**src/rtl/instr_mem_burst_responder.sv**
```systemverilog
// Instruction-cache line-fill responder: fetches one line word by word over a
// req/ack memory port and returns each word as a registered beat.
module instr_mem_burst_responder #(
    parameter int unsigned DATA_WIDTH  = 32,
    parameter int unsigned ADDR_WIDTH  = 32,
    parameter int unsigned BLOCK_WORDS = 16
) (
    input  logic                  clk,
    input  logic                  arstn,
    input  logic                  i_start_read,
    input  logic [ADDR_WIDTH-1:0] i_addr,
    output logic                  o_mem_req,
    output logic [ADDR_WIDTH-1:0] o_mem_addr,
    input  logic                  i_mem_ack,
    input  logic [DATA_WIDTH-1:0] i_mem_rdata,
    output logic [DATA_WIDTH-1:0] o_r_data,
    output logic                  o_r_valid,
    output logic                  o_r_last,
    output logic                  o_busy
);

    localparam int unsigned CntW     = $clog2(BLOCK_WORDS);
    localparam int unsigned ByteW    = DATA_WIDTH / 8;
    localparam int unsigned LineBits = $clog2(BLOCK_WORDS * ByteW);
    localparam logic [ADDR_WIDTH-1:0] LineMask =
        ~((ADDR_WIDTH'(1) << LineBits) - ADDR_WIDTH'(1));
    localparam logic [CntW-1:0] LastCnt = CntW'(BLOCK_WORDS - 1);

    typedef enum logic [1:0] {StIdle, StReq, StDrain, StDone} state_e;

    state_e                  state_q, state_d;
    logic [CntW-1:0]         cnt_q, cnt_d;
    logic [ADDR_WIDTH-1:0]   base_q, base_d;
    logic [DATA_WIDTH-1:0]   r_data_q, r_data_d;
    logic                    r_valid_q, r_valid_d;
    logic                    r_last_q, r_last_d;

    // State and beat registers; reset abandons any outstanding request.
    always_ff @(posedge clk or negedge arstn) begin
        if (!arstn) begin
            state_q   <= StIdle;
            cnt_q     <= '0;
            base_q    <= '0;
            r_data_q  <= '0;
            r_valid_q <= 1'b0;
            r_last_q  <= 1'b0;
        end else begin
            state_q   <= state_d;
            cnt_q     <= cnt_d;
            base_q    <= base_d;
            r_data_q  <= r_data_d;
            r_valid_q <= r_valid_d;
            r_last_q  <= r_last_d;
        end
    end

    // Next-state logic; beat strobes default low so they are single-cycle pulses.
    always_comb begin
        state_d   = state_q;
        cnt_d     = cnt_q;
        base_d    = base_q;
        r_data_d  = r_data_q;
        r_valid_d = 1'b0;
        r_last_d  = 1'b0;
        case (state_q)
            StIdle: begin
                if (i_start_read) begin
                    base_d  = i_addr & LineMask;
                    cnt_d   = '0;
                    state_d = StReq;
                end
            end
            StReq: begin
                if (!i_start_read) begin
                    // Abort: a completed word is dropped; a pending one must still be drained.
                    state_d = i_mem_ack ? StIdle : StDrain;
                end else if (i_mem_ack) begin
                    r_data_d  = i_mem_rdata;
                    r_valid_d = 1'b1;
                    if (cnt_q == LastCnt) begin
                        r_last_d = 1'b1;
                        state_d  = StDone;
                    end else begin
                        cnt_d = cnt_q + 1'b1;
                    end
                end
            end
            StDrain: begin
                if (i_mem_ack) begin
                    state_d = StIdle;
                end
            end
            StDone: begin
                // Level request still high after the last beat must not start a new burst.
                if (!i_start_read) begin
                    state_d = StIdle;
                end
            end
            default: state_d = StIdle;
        endcase
    end

    assign o_mem_req  = (state_q == StReq) || (state_q == StDrain);
    assign o_mem_addr = base_q + (ADDR_WIDTH'(cnt_q) * ADDR_WIDTH'(ByteW));
    assign o_r_data   = r_data_q;
    assign o_r_valid  = r_valid_q;
    assign o_r_last   = r_last_q;
    assign o_busy     = (state_q != StIdle);

endmodule
```
**config.mk**
```make
export PLATFORM = sky130hd
export DESIGN_NAME = instr_mem_burst_responder
export DESIGN_NICKNAME = d
export VERILOG_FILES = /design/src/rtl/instr_mem_burst_responder.sv
export SDC_FILE = /design/constraint.sdc
export NUM_CORES = 1
export LEC_CHECK = 0
export BUFFER_PORTS_ARGS = -buffer_cell sky130_fd_sc_hd__buf_2
export CAP_MARGIN = 20
export CORE_ASPECT_RATIO = 1.75
export CORE_UTILIZATION = 45
export CTS_CLUSTER_SIZE = 12
export DETAILED_ROUTE_END_ITERATION = 16
export PLACE_DENSITY = 0.78
export SYNTH_ARGS = -nofsm -noshare
export SYNTH_HDL_FRONTEND = slang
export SYNTH_SLANG_ARGS = --single-unit
```
**constraint.sdc**
```tcl
create_clock -name clk -period 2.4 [get_ports clk]
set_input_delay 0.72 -clock clk [delete_from_list [all_inputs] [get_ports clk]]
set_output_delay 0.72 -clock clk [all_outputs]
set_load 0.005 [all_outputs]
```
==> results.json <==
{
  "io_buffers": 127,
  "p_leak_nw": 1.86,
  "routedWlPerCell_um": 14.5,
  "status": "complete, no violations",
  "ctsResizeCount": 0,
  "synth-simple-area-share_pct": 4.10,
  "maxCapViolCount": 0,
  "tns_ns": 0,
  "gr-usage-all-layers_pct": 18.2,
  "synth_compound_area_share_pct": 3.14,
  "max_freq_ghz": 0.485,
  "final_nets": 386,
  "setup_viol": 0,
  "synth-async-reset-ratio_pct": 100,
  "dieWidth_um": 62.3,
  "ys_seq_area_share_pct": 57.6,
  "drc_errors": 0,
  "postRouteWirelength_mm": 5.73,
  "rows": 38,
  "timing.final.hold_violations": 0,
  "core_um2": 6180,
  "swShare_pct": 30.4,
  "routed-via-count": 1931,
  "hold_class": "in -> async",
  "p_clk_share_pct": 16.1,
  "rsz0062_at_grt": "no",
  "clkTransAtPathRegs_ns": 0.06,
  "syn_area_um2": 2870,
  "grt_max_degree": 67,
  "synth_top_family_by_area": "multiplexers",
  "antenna-diode-count": 0,
  "drive_gt1_share_pct": 64.8,
  "clockBufferDepth": 2,
  "cts_hold_buf": 0,
  "vias_per_cell": 4.89,
  "synth_cells": 181,
  "period_share_pct": 85.8,
  "placed_cell_area_um2": 3520,
  "synth-adder-area-share_pct": 2.18,
  "seqPwrFrac_pct": 43.4,
  "syn_area_per_cell_um2": 15.8,
  "synth-edff-count": 0,
  "synth-xor-area-share_pct": 0,
  "insertion_delay_ns": 0.34,
  "start_util_pct": 46.4,
  "switchingPower_mw": 1.37,
  "fin_area_um2": 3660,
  "layout_commonest_cell": "buf_2",
  "htreeDepth": 3,
  "grt_pass1_vias": 1963,
  "power_density_nw_per_um2": 1230,
  "clock-sinks": 66,
  "post-cts-setup-buffers": 0,
  "cp_max_fo": 4,
  "io_pins": 136,
  "muxShareOfSynthArea_pct": 27.4,
  "stdcell_count": 395,
  "gp_congestion": 0.777,
  "synth_flop_cell": "dfrtp_1",
  "dieArea_um2": 6710,
  "yosysWarnings": 0,
  "yosys_register_bits": 66,
  "crit_path_start_kind": "flip-flop",
  "ir_drop_mv": 0.584,
  "area_delta_synth_final_pct": 27.7,
  "critical_path_arrival_ns": 1.34,
  "cts_root_buf": "clkbuf_8",
  "firstDrtPassIters": 4,
  "slew_violations": 0,
  "cts_buffers": 9,
  "ant_nets": 0,
  "intPower_mw": 3.15,
  "drt_iter0_drc": 147,
  "cts_tree": "done",
  "grt_overflow": 0,
  "grt_pass1_wl_mm": 9.18,
  "end_kind": "output pin",
  "cp.required_ns": 1.68,
  "criticalPathCategory": "reg -> out",
  "antenna_found_initial": 0,
  "combPwrFrac_pct": 40.5,
  "synth_cell_type_count": 33,
  "dp_cells": 382,
  "min_period_ns": 2.06,
  "dp_hpwl_mm": 4.18,
  "worst_clock_skew_ns": 0.00383,
  "final_cell_mix": "127 x buf_2, 66 x dfrtp_1, 32 x mux2_2, 27 x mux2_4, 9 x clkbuf_8",
  "die_h_um": 108
}
final cells by class:
class / instances / area [um2]
Inverter: 4 / 15.0
Timing Repair Buffer: 131 / 691
Multi-Input combinational cell: 101 / 1060
Sequential cell: 66 / 1650
Clock buffer: 12 / 135
Tap cell: 80 / 100
Fill cell: 513 / 2520
Clock inverter: 1 / 5.00
final timing paths:
| check | depth (start not counted) | startpoint | to | slack, ns |
|---|---|---|---|---|
| worst max-delay path | 4 | state_q[0]$_DFFE_PN0P_ | o_busy | 0.34 |
| worst min-delay path | 2 | arstn | o_r_data[14]$_DFFE_PN0P_ | 0.38 |
| worst max register to register | 5 | state_q[1]$_DFFE_PN0P_ | o_r_data[1]$_DFFE_PN0P_ | 0.63 |
| worst min register to register | 1 | base_q[26]$_DFFE_PN0P_ | base_q[26]$_DFFE_PN0P_ | 0.50 |
| max in group asynchronous | 2 | arstn | o_r_data[21]$_DFFE_PN0P_ | 1.72 |
| min in group clk | 1 | base_q[26]$_DFFE_PN0P_ | base_q[26]$_DFFE_PN0P_ | 0.50 |
state kept, by name, summed over array words and instances (netlist names):
name	flops
base_q	26
cnt_q	4
o_r_data	32
o_r_last	1
o_r_valid	1
state_q	2
kinds of logic (layout without fill, tap and decap cells):
group                      count (synthesis)  count (layout)
buffers and inverters                     15             148
muxes                                     61              61
AOI/OAI and AO/OA                         13              13
DFF                                       66              66
and+or+nand+nor                           20              20
adders and majority gates                  5               5
other                                      1               2
synthesized netlist by cell type, drive strengths merged, types with 2 or more instances:
cell type	number	area share (%)
dfrtp	66	58
buf	11	4.9
nor2	2	0.26
mux2i	2	0.70
nand2b	2	0.44
a211oi	2	0.52
inv	4	0.52
mux2	59	27
ha	5	2.2
and3	2	0.61
nand3	4	0.87
nand4	2	0.44
o21ai	4	0.70
nand2	3	0.39
power groups by stage:
| stage | Combinational, mW | Sequential, mW | Clock, mW |
|---|---|---|---|
| after floorplan | 1.07 | 2.01 | 0 |
| after global placement | 1.79 | 1.94 | 0 |
| after detailed placement | 1.85 | 1.98 | 0 |
| after CTS | 1.86 | 1.97 | 0.761 |
| after global routing | 1.99 | 2.04 | 0.794 |
| final | 1.83 | 1.96 | 0.730 |
per-layer routing:
layer | global-route usage, % | share of wire, % | vias up
li1 | - | - | 896
met4 | 10.8 | 2.7 | 0
met2 | 31.4 | 54 | 82
met3 | 5.30 | 4.9 | 15
met5 | 0 | 0 | -
met1 | 19.6 | 38 | 938
through the flow:
stage	hold WS, ns	utilization [%]	setup WS [ns]	power, mW
detailed placement	0.488	57.0	0.372	3.83
global placement	0.482	57.0	0.406	3.73
floorplan	0.424	-	0.715	3.08
finish	0.380	59.2	0.340	4.52
CTS	0.385	59.2	0.322	4.59
global route	0.411	59.2	0.237	4.82
critical path: stages (launching register included):
cell and delay (ns):
dfrtp_1 0.40, inv_1 0.13, ha_1 0.23, inv_1 0.11, buf_2 0.14
(Power assumes the default switching activity.)
